$ cat src/rtl/host_pkg.sv
// Shared types and helpers for the SRAM host sequencer: FSM state encoding,
// default widths and the result-row count rule.
package host_pkg;

    localparam int unsigned ADDR_W_DEF = 12;
    localparam int unsigned DATA_W_DEF = 16;

    typedef enum logic [3:0] {
        ST_IDLE      = 4'd0,
        ST_LOAD      = 4'd1,
        ST_RUN       = 4'd2,
        ST_WAIT_HI   = 4'd3,
        ST_WAIT_LO   = 4'd4,
        ST_DRAIN_REQ = 4'd5,
        ST_DRAIN_CAP = 4'd6,
        ST_DRAIN_OUT = 4'd7,
        ST_DONE      = 4'd8
    } host_state_e;

    // A valid convolution needs at least k_dim input rows; fewer rows produce nothing.
    function automatic logic [31:0] host_out_words(input logic [31:0] nrows, input int unsigned k_dim);
        logic [31:0] res;
        if (nrows >= 32'(k_dim)) begin
            res = nrows - 32'(k_dim) + 32'd1;
        end else begin
            res = 32'd0;
        end
        return res;
    endfunction

endpackage

$ cat src/rtl/host_busy_watchdog.sv
// Busy-window watchdog: counts cycles spent waiting on the DUT and flags expiry.
// Only instantiated when HOST_TIMEOUT_EN is defined.
module host_busy_watchdog #(
    parameter int unsigned TIMEOUT_CYCLES = 4096
) (
    input  logic clk,
    input  logic reset,
    input  logic count_en_i,
    input  logic clear_i,
    output logic expired_o
);
    localparam int unsigned CNT_W = $clog2(TIMEOUT_CYCLES + 1);
    localparam logic [CNT_W-1:0] LIMIT = CNT_W'(TIMEOUT_CYCLES - 1);

    logic [CNT_W-1:0] cnt_q;
    logic [CNT_W-1:0] cnt_d;

    // Count while waiting; any state change restarts the window.
    always_comb begin
        cnt_d = cnt_q;
        if (clear_i || !count_en_i) begin
            cnt_d = '0;
        end else if (cnt_q != LIMIT) begin
            cnt_d = cnt_q + CNT_W'(32'd1);
        end else begin
            cnt_d = cnt_q;
        end
    end

    // Counter register.
    always_ff @(posedge clk or posedge reset) begin
        if (reset) begin
            cnt_q <= '0;
        end else begin
            cnt_q <= cnt_d;
        end
    end

    assign expired_o = count_en_i && (cnt_q == LIMIT);

endmodule

$ cat src/rtl/sram_host_sequencer.sv
// Host sequencer: streams an image into the input SRAM, pulses the DUT, waits out
// its busy window and drains result rows. Busy watchdog enabled by HOST_TIMEOUT_EN.
module sram_host_sequencer
    import host_pkg::*;
#(
    parameter int unsigned ADDR_W         = ADDR_W_DEF,
    parameter int unsigned DATA_W         = DATA_W_DEF,
    parameter int unsigned K_DIM          = 3,
    parameter int unsigned OUT_BASE       = 0,
    parameter int unsigned TIMEOUT_CYCLES = 4096
) (
    input  logic              clk,
    input  logic              reset,
    input  logic              host_start,
    input  logic              s_valid,
    output logic              s_ready,
    input  logic [DATA_W-1:0] s_data,
    input  logic              s_last,
    output logic [ADDR_W-1:0] host_sram_write_address,
    output logic [DATA_W-1:0] host_sram_write_data,
    output logic              host_sram_write_enable,
    output logic              dut_run,
    input  logic              dut_busy,
    output logic [ADDR_W-1:0] host_sram_read_address,
    input  logic [DATA_W-1:0] sram_host_read_data,
    output logic              m_valid,
    input  logic              m_ready,
    output logic [DATA_W-1:0] m_data,
    output logic              m_last,
    output logic              done,
    output logic              ovf_err,
    output logic              timeout_err
);
    localparam logic [ADDR_W-1:0] ADDR_MAX  = {ADDR_W{1'b1}};
    localparam logic [ADDR_W-1:0] ONE_A     = ADDR_W'(32'd1);
    localparam logic [ADDR_W-1:0] OUT_BASE_A = ADDR_W'(OUT_BASE);

    host_state_e       state_q, state_d;
    logic              s_ready_q, s_ready_d;
    logic              we_q, we_d;
    logic [ADDR_W-1:0] wa_q, wa_d;
    logic [DATA_W-1:0] wd_q, wd_d;
    logic              run_q, run_d;
    logic [ADDR_W-1:0] ra_q, ra_d;
    logic              mv_q, mv_d;
    logic [DATA_W-1:0] md_q, md_d;
    logic              ml_q, ml_d;
    logic              done_q, done_d;
    logic              ovf_q, ovf_d;
    logic              tmo_q, tmo_d;
    logic [ADDR_W-1:0] waddr_q, waddr_d;
    logic              wfull_q, wfull_d;
    logic              first_q, first_d;
    logic [ADDR_W-1:0] nrows_q, nrows_d;
    logic [ADDR_W-1:0] out_words_q, out_words_d;
    logic [ADDR_W-1:0] rd_idx_q, rd_idx_d;

    logic              hs_load_s, hs_m_s, is_last_s, waiting_s, expired_s;
    logic [ADDR_W-1:0] out_words_s;

    assign hs_load_s   = (state_q == ST_LOAD) && s_valid && s_ready_q;
    assign hs_m_s      = (state_q == ST_DRAIN_OUT) && mv_q && m_ready;
    assign is_last_s   = (rd_idx_q == (out_words_q - ONE_A));
    assign waiting_s   = (state_q == ST_WAIT_HI) || (state_q == ST_WAIT_LO);
    assign out_words_s = ADDR_W'(host_out_words(32'(nrows_q), K_DIM));

`ifdef HOST_TIMEOUT_EN
    host_busy_watchdog #(
        .TIMEOUT_CYCLES(TIMEOUT_CYCLES)
    ) u_watchdog (
        .clk        (clk),
        .reset      (reset),
        .count_en_i (waiting_s),
        .clear_i    (state_d != state_q),
        .expired_o  (expired_s)
    );
`else
    logic tmo_unused_s;
    assign tmo_unused_s = (TIMEOUT_CYCLES == 32'd0);
    assign expired_s    = 1'b0;
`endif

    // Next-state logic.
    always_comb begin
        state_d = state_q;
        case (state_q)
            ST_IDLE:      if (host_start) state_d = ST_LOAD; else state_d = ST_IDLE;
            ST_LOAD:      if (hs_load_s && s_last) state_d = ST_RUN; else state_d = ST_LOAD;
            ST_RUN:       state_d = ST_WAIT_HI;
            ST_WAIT_HI: begin
                if (expired_s)     state_d = ST_DONE;
                else if (dut_busy) state_d = ST_WAIT_LO;
                else               state_d = ST_WAIT_HI;
            end
            ST_WAIT_LO: begin
                if (expired_s)                 state_d = ST_DONE;
                else if (dut_busy)             state_d = ST_WAIT_LO;
                else if (out_words_s == '0)    state_d = ST_DONE;
                else                           state_d = ST_DRAIN_REQ;
            end
            ST_DRAIN_REQ: state_d = ST_DRAIN_CAP;
            ST_DRAIN_CAP: state_d = ST_DRAIN_OUT;
            ST_DRAIN_OUT: begin
                if (!hs_m_s)       state_d = ST_DRAIN_OUT;
                else if (is_last_s) state_d = ST_DONE;
                else               state_d = ST_DRAIN_REQ;
            end
            ST_DONE:      state_d = ST_IDLE;
            default:      state_d = ST_IDLE;
        endcase
    end

    // Output and datapath next values; strobes are decoded from the next state so they leave a flop.
    always_comb begin
        s_ready_d   = (state_d == ST_LOAD);
        run_d       = (state_d == ST_RUN);
        mv_d        = (state_d == ST_DRAIN_OUT);
        ml_d        = (state_d == ST_DRAIN_OUT) && is_last_s;
        done_d      = (state_d == ST_DONE);
        we_d        = 1'b0;
        wa_d        = wa_q;
        wd_d        = wd_q;
        ra_d        = ra_q;
        md_d        = md_q;
        ovf_d       = ovf_q;
        tmo_d       = tmo_q;
        waddr_d     = waddr_q;
        wfull_d     = wfull_q;
        first_d     = first_q;
        nrows_d     = nrows_q;
        out_words_d = out_words_q;
        rd_idx_d    = rd_idx_q;

        if ((state_q == ST_IDLE) && host_start) begin
            ovf_d   = 1'b0;
            tmo_d   = 1'b0;
            waddr_d = '0;
            wfull_d = 1'b0;
            first_d = 1'b1;
        end else if (hs_load_s) begin
            if (first_q) begin
                nrows_d = s_data[ADDR_W-1:0];
                first_d = 1'b0;
            end else begin
                first_d = 1'b0;
            end
            // Past the top of the SRAM words are swallowed rather than wrapping.
            if (wfull_q) begin
                ovf_d = 1'b1;
            end else begin
                we_d = 1'b1;
                wa_d = waddr_q;
                wd_d = s_data;
                if (waddr_q == ADDR_MAX) wfull_d = 1'b1; else waddr_d = waddr_q + ONE_A;
            end
        end else if (waiting_s && expired_s) begin
            tmo_d = 1'b1;
        end else if ((state_q == ST_WAIT_LO) && (state_d == ST_DRAIN_REQ)) begin
            ra_d        = OUT_BASE_A;
            rd_idx_d    = '0;
            out_words_d = out_words_s;
        end else if (state_q == ST_DRAIN_CAP) begin
            md_d = sram_host_read_data;
        end else if (hs_m_s) begin
            ra_d     = ra_q + ONE_A;
            rd_idx_d = rd_idx_q + ONE_A;
        end else begin
            we_d = 1'b0;
        end
    end

    // State and registered outputs.
    always_ff @(posedge clk or posedge reset) begin
        if (reset) begin
            state_q     <= ST_IDLE;
            s_ready_q   <= 1'b0;
            we_q        <= 1'b0;
            wa_q        <= '0;
            wd_q        <= '0;
            run_q       <= 1'b0;
            ra_q        <= '0;
            mv_q        <= 1'b0;
            md_q        <= '0;
            ml_q        <= 1'b0;
            done_q      <= 1'b0;
            ovf_q       <= 1'b0;
            tmo_q       <= 1'b0;
            waddr_q     <= '0;
            wfull_q     <= 1'b0;
            first_q     <= 1'b0;
            nrows_q     <= '0;
            out_words_q <= '0;
            rd_idx_q    <= '0;
        end else begin
            state_q     <= state_d;
            s_ready_q   <= s_ready_d;
            we_q        <= we_d;
            wa_q        <= wa_d;
            wd_q        <= wd_d;
            run_q       <= run_d;
            ra_q        <= ra_d;
            mv_q        <= mv_d;
            md_q        <= md_d;
            ml_q        <= ml_d;
            done_q      <= done_d;
            ovf_q       <= ovf_d;
            tmo_q       <= tmo_d;
            waddr_q     <= waddr_d;
            wfull_q     <= wfull_d;
            first_q     <= first_d;
            nrows_q     <= nrows_d;
            out_words_q <= out_words_d;
            rd_idx_q    <= rd_idx_d;
        end
    end

    assign s_ready                 = s_ready_q;
    assign host_sram_write_address = wa_q;
    assign host_sram_write_data    = wd_q;
    assign host_sram_write_enable  = we_q;
    assign dut_run                 = run_q;
    assign host_sram_read_address  = ra_q;
    assign m_valid                 = mv_q;
    assign m_data                  = md_q;
    assign m_last                  = ml_q;
    assign done                    = done_q;
    assign ovf_err                 = ovf_q;
    assign timeout_err             = tmo_q;

endmodule

$ cat config.mk
export PLATFORM = sky130hd
export DESIGN_NAME = sram_host_sequencer
export DESIGN_NICKNAME = d
export VERILOG_FILES = /design/src/rtl/host_pkg.sv /design/src/rtl/host_busy_watchdog.sv /design/src/rtl/sram_host_sequencer.sv
export SDC_FILE = /design/constraint.sdc
export NUM_CORES = 1
export LEC_CHECK = 0
export BUFFER_PORTS_ARGS = -buffer_cell sky130_fd_sc_hd__buf_2
export CAP_MARGIN = 0
export CORE_MARGIN = 8
export CORE_UTILIZATION = 56
export DETAILED_ROUTE_END_ITERATION = 8
export PLACE_DENSITY = 0.8
export SKIP_LAST_GASP = 1
export SYNTH_ARGS = -nofsm -noshare
export SYNTH_HDL_FRONTEND = slang
export SYNTH_SLANG_ARGS = --single-unit
$ cat constraint.sdc
create_clock -name clk -period 3.7 [get_ports clk]
set_input_delay 0.37 -clock clk [delete_from_list [all_inputs] [get_ports clk]]
set_output_delay 0.37 -clock clk [all_outputs]
set_load 0.02 [all_outputs]
== Word level (Yosys, flattened, before mapping) ==
Index checks and enable logic that the tools add are counted.

* Word-level logic and storage cells: 97
* Latch bits: 0
* Memories: 0
* Memory bits (read-only): 0
* Output and inout port bits: 64
* Memory bits (writable): 0
* Register bits: 117

* Magnitude comparators: 1
* Muxes and demuxes: 31
* Equal/unequal tests: 17
* Shift operators: 0
* $add $sub $neg: 6
* Divide/modulo/power cells: 0
* Reduce and logical (&&, ||, !) cells: 20
* Bitwise operators: 4
* Multipliers: 0

{| class="wikitable"
|+ Operators by type and width
! kind !! count
|-
| 2-to-1 mux 12 bit || 11
|-
| adder 12 x 1 -> 12 bit (second input constant) || 3
|-
| case mux 4 bit (8 select lines) || 1
|-
| equality test 4 x 3 -> 1 bit (second input constant) || 6
|-
| 2-to-1 mux 4 bit || 4
|-
| 2-to-1 mux 1 bit || 13
|-
| adder 12 x 2 -> 12 bit (second input constant) || 1
|-
| equality test 12 bit || 1
|-
| equality test 12 bit (second input constant) || 1
|-
| equality test 4 x 2 -> 1 bit (second input constant) || 3
|-
| greater-or-equal comparator 12 x 2 -> 1 bit (second input constant) || 1
|-
| logical NOT 12 bit || 1
|-
| AND reduction 3 bit || 4
|-
| subtractor 12 x 1 -> 12 bit (second input constant) || 1
|-
| subtractor 12 x 2 -> 12 bit (second input constant) || 1
|-
| equality test 4 x 1 -> 1 bit (second input constant) || 2
|-
| logical AND 1 bit || 8
|-
| AND reduction 4 bit || 2
|-
| nonzero test 2 bit || 3
|-
| equality test 4 bit (second input constant) || 1
|-
| logical NOT 4 bit || 1
|-
| != test 2 bit (second input constant) || 2
|-
| NOT 1 bit || 4
|-
| 2-to-1 mux 3 bit || 1
|-
| 3 further kinds || 3
|}

== Logic depth before layout (Yosys ltp) ==
* Depth after elaboration: 11
* Gate-level depth with buffers: 10

== Worst setup path after synthesis ==
No wires, ideal clock.

* Kind: register to register
* Start point: reg nrows_q[1]
* End point: reg state_q[0]
* Path buffers: 1
* Library setup time: 126 ps
* Path slack: 1150 ps
* Arrival time: 2423 ps
* Stages on the path, launching flop included: 10
* Cells stage by stage: dfrtp_1 > inv_1 > ha_1 > or3b_2 > nor4b_1 > o21ai_1 > a2111oi_4 > a21oi_2 > buf_6 > a311o_1

* Longest elaborated chain between the ends: 7
* Elaborated cells on any way between the ends: 8
* Those cells by class: 2 x add/sub; 1 x order compare; 4 x mux; 1 x reduce/logical

{| class="wikitable"
|+ Ends and longest elaborated chain
! what !! line !! source
|-
| start, declared || sram_host_sequencer.sv:54 || <nowiki>logic [ADDR_W-1:0] nrows_q, nrows_d;</nowiki>
|-
| start signal, assigned || sram_host_sequencer.sv:211 || <nowiki>nrows_q <= nrows_d;</nowiki>
|-
| subtractor 12 x 2 -> 12 bit || host_pkg.sv:24 || <nowiki>res = nrows - 32'(k_dim) + 32'd1;</nowiki>
|-
| adder 12 x 2 -> 12 bit || host_pkg.sv:24 ||
|-
| 2-to-1 mux 12 bit * || host_pkg.sv:23 || <nowiki>if (nrows >= 32'(k_dim)) begin</nowiki>
|-
| logical NOT 12 bit * || sram_host_sequencer.sv:98 || <nowiki>else if (out_words_s == '0) state_d = ST_DONE;</nowiki>
|-
| 2-to-1 mux 4 bit * || sram_host_sequencer.sv:98 ||
|-
| 2-to-1 mux 4 bit * || sram_host_sequencer.sv:97 || <nowiki>else if (dut_busy) state_d = ST_WAIT_LO;</nowiki>
|-
| case mux 4 bit (8 select lines) * || sram_host_sequencer.sv:86 || <nowiki>case (state_q)</nowiki>
|-
| named net state_d[0] || sram_host_sequencer.sv:38 || <nowiki>host_state_e state_q, state_d;</nowiki>
|-
| end signal, assigned || sram_host_sequencer.sv:195 || <nowiki>state_q <= state_d;</nowiki>
|-
| end, declared || sram_host_sequencer.sv:38 ||
|}

Mark *: on every way through the listed nets, which the timed path passes. The rest lies on a longest branch.
A chain may end at the register's enable or synchronous reset.

== Worst setup path in the final report ==
Ends and elaborated chain as after synthesis.

==> run_results.csv <==
group,metric,value,unit
synth,netlist_instances,500,
sta,finalHoldViolations,0,
floorplan,die_h,116,um
synth,synth-main-ff-cell,"dfrtp_1",
synth,synthMuxAreaShare,0.116,
critical_path,rrSetupSlack,0.73,ns
floorplan,core,0.00973,mm^2
sta,maxSlewViolCount,0,
run,cap_violations,0,
floorplan,initial_core_util,0.576,
cts,cts-resized-gates,0,
sta,fin_setup_tns,0,ns
synth,synth_seq_area_share,0.522,
synth,synthAdderAreaFrac,0.0112,
cts,clkTransAtPathRegs,0.06,ns
synth,yosys_warnings,0,
cells_and_area,fin_nets,650,
grt,grt_overflow,0,
floorplan,io_pins,103,
grt,grt_pass1_vias,4468,
power_and_ir_drop,power_density,803,mW/mm^2
synth,synthesis.area,0.00561,mm^2
placed_design,dp_hpwl,9140,um
power_and_ir_drop,total_power,5.50,mW
drt,drt_iter0_markers,227,
status,run_status,"complete, no violations",
critical_path,crit_path_max_fanout,29,
sta,slew_headroom,0.226,
synth,synth_compound_area_frac,0.0828,
sta,whs,0.0842,ns
drt,vias_per_cell,5.64,
sta,finalSetupViolCount,0,
critical_path,reg2reg_depth,9,
cts,numCtsBuffers,17,
drt,vias,4239,
cells_and_area,area_growth,22.1,%
worst_hold_path,min_from,"sram_host_read_data[15]",
sta,fin_skew,0.00754,ns
cells_and_area,fill_cells,699,
power_and_ir_drop,leakage,3.28,nW
critical_path,required,4.10,ns
drt,drc,0,
critical_path,critPathArrivalTime,3.36,ns
sta,finalCritPeriodShare,0.802,
cts,cts-root-buf,"clkbuf_8",
drt,detail_route.first_pass.iterations,4,
synth,synthXorXnorAreaFrac,0.0766,
worst_hold_path,holdCritPathClass,"input port to register",
synth,syn_area_per_cell,11.2,um^2
floorplan,die_x,116,um
grt,grt_pass1_wl,21700,um
sta,rsz0062_at_grt,"no",
cts,cts_tree,"done",
cts,cts.sinks,117,
cells_and_area,drive_gt1_frac,0.345,
synth,ys_async_sr_fraction,1.00,
critical_path,critPathLaunchType,"register",
synth,ys_seq_elements,117,
grt,grt.total_usage,0.204,
worst_hold_path,min_to,"m_data[15]",
cts,clk_latency,0.51,ns
synth,synth-simple-area-share,0.160,
cells_and_area,diodes,0,
floorplan,num_rows,36,
cts,cts_max_level,4,
synth,synth_edf_count,0,
critical_path,r2r_start,"nrows_q[1]",
cells_and_area,stdcell_count,751,
worst_hold_path,holdPathStages,2,
drt,antenna_violating_nets_post_route,0,
power_and_ir_drop,ir_worst_vdd,0.429,mV
sta,fmax,337,MHz
floorplan,die-area,0.0135,mm^2
synth,syn-num-nets,544,
grt,antenna_found_initial,0,
drt,wirelength,12700,um
critical_path,timing.rr.end,"state_q[0]",
placed_design,port_buffers,101,
sta,worst_slew_pin_slew,1.16,ns
cts,cts_buffer_depth,2,
drt,wl_per_cell,17.0,um
critical_path,crit_type,"register to register",
cts,post_cts_buffers,0,
synth,synthTopCellsByArea,"dfrtp_1, mux2_2, xor2_1, nor2_1, xnor2_1",
synth,synthDistinctLibCells,61,
placed_design,gp_congestion,0.866,
sta,period_minus_slack,2.97,ns
synth,synth_top_family_by_area,"simple AND/OR/NAND/NOR gates",
synth,synth_top_area_share,0.522,
synth,synth_top_area_cell,"dfrtp_1",
placed_design,placed_cells,719,
grt,grt_max_degree,56,
critical_path,endpoint_kind,"register",
[worst max path at each step]
| stage | from | slack, ns | end | depth (start not counted) |
|---|---|---|---|---|
| after floorplan | reset | 0.23 | done | 1 |
| after global routing | nrows_q[1] | 0.52 | out_words_q[6] | 9 |
| final | nrows_q[1] | 0.73 | state_q[0] | 9 |
| after global placement | nrows_q[1] | 0.90 | state_q[0] | 9 |
| after detailed placement | nrows_q[1] | 0.77 | state_q[0] | 9 |
| after CTS | nrows_q[1] | 0.74 | state_q[0] | 9 |
[state kept, by name (all words and copies together) (netlist names), 4 cells and up]
name                     cells
out_words_q                 12
m_data                      16
state_q                      4
rd_idx_q                    12
waddr_q                     12
host_sram_write_data        16
host_sram_write_address     12
host_sram_read_address      12
nrows_q                     12
[report_power, final]
group          internal, mW  leakage, nW  switching (mW)
Combinational         0.791         1.46            1.02
Clock                  1.10        0.292           0.596
Sequential             1.63         1.53           0.369
Total                  3.52         3.28            1.98
[metrics by stage]
step	utilization	worst slack, ns	area [um^2]
after floorplan	-	0.229	5610
after global placement	0.639	0.898	6220
after detailed placement	0.639	0.765	6220
after CTS	0.703	0.739	6840
after global routing	0.703	0.517	6840
final	0.703	0.733	6840
[what timing repair did]
item                       4_1_cts  5_1_grt
hold endpoints to repair        53        0
hold buffers                     1        0
setup endpoints to repair        0        0
[synthesized netlist by cell type, types with 3 or more instances]
master / instances
inv_1: 12
o2111ai_1: 3
nor3_1: 8
nor3b_2: 3
and3_1: 8
nand4_1: 15
o31ai_1: 10
nor2_1: 49
nand2_1: 30
xnor2_1: 19
xor2_1: 30
ha_1: 5
buf_2: 6
nand3_1: 16
dfrtp_1: 117
a21oi_1: 12
mux2_2: 57
nor4_1: 5
buf_6: 4
and4_1: 3
or3_1: 7
clkbuf_1: 11
nor3b_1: 4
nand2b_1: 5
o21ai_0: 14
a31oi_1: 3
nand3b_1: 3
[logic make-up after synthesis]
kind of cell,count (synthesis)
mux,58
other cells,1
simple gates,170
xor+xnor,49
fa+ha+maj,5
flops,117
compound gates,66
buf+inv,34
[critical path, cell delays in order, from the launching register on]
cell,delay [ns]
dfrtp_1,0.46
inv_1,0.09
ha_1,0.24
or3b_2,0.51
nor4b_1,0.28
o21ai_1,0.14
a2111oi_4,0.48
a21oi_2,0.11
buf_4,0.25
a311o_1,0.29
[per-layer routing]
layer  vias to the layer above  part of all wire  track usage
met4                         0             0.018       0.0864
met1                      2101              0.43        0.248
met5                         -                 0            0
met3                        21             0.056       0.0573
li1                       1998                 -            -
met2                       119              0.49        0.334
[final cells by class]
class	instances	area [um^2]	share of cell area
Inverter	12	47.5	0.00695
Clock inverter	14	200	0.0293
Clock buffer	17	414	0.0605
Multi-Input combinational cell	349	2520	0.368
Sequential cell	117	2930	0.428
Timing Repair Buffer	109	568	0.0830
Tap cell	133	166	0.0243
[layout by cell type, fill, tap and decap left out, types with 4 or more instances in the layout]
| cell | count |
|---|---|
| nor3_1 | 7 |
| nand4_1 | 15 |
| bufinv_16 | 4 |
| nor3b_2 | 4 |
| nor2_1 | 49 |
| mux2_2 | 57 |
| clkbuf_16 | 16 |
| nand2_1 | 30 |
| o21ai_0 | 14 |
| inv_6 | 4 |
| nand3_1 | 16 |
| ha_1 | 5 |
| nor4_1 | 5 |
| xor2_1 | 30 |
| buf_4 | 7 |
| nand2b_1 | 5 |
| a21oi_1 | 12 |
| xnor2_1 | 19 |
| dfrtp_1 | 117 |
| and3_1 | 8 |
| or3_1 | 7 |
| buf_2 | 101 |
| inv_1 | 11 |
| o31ai_1 | 10 |
Note: power is estimated with default switching activity, not from simulation.
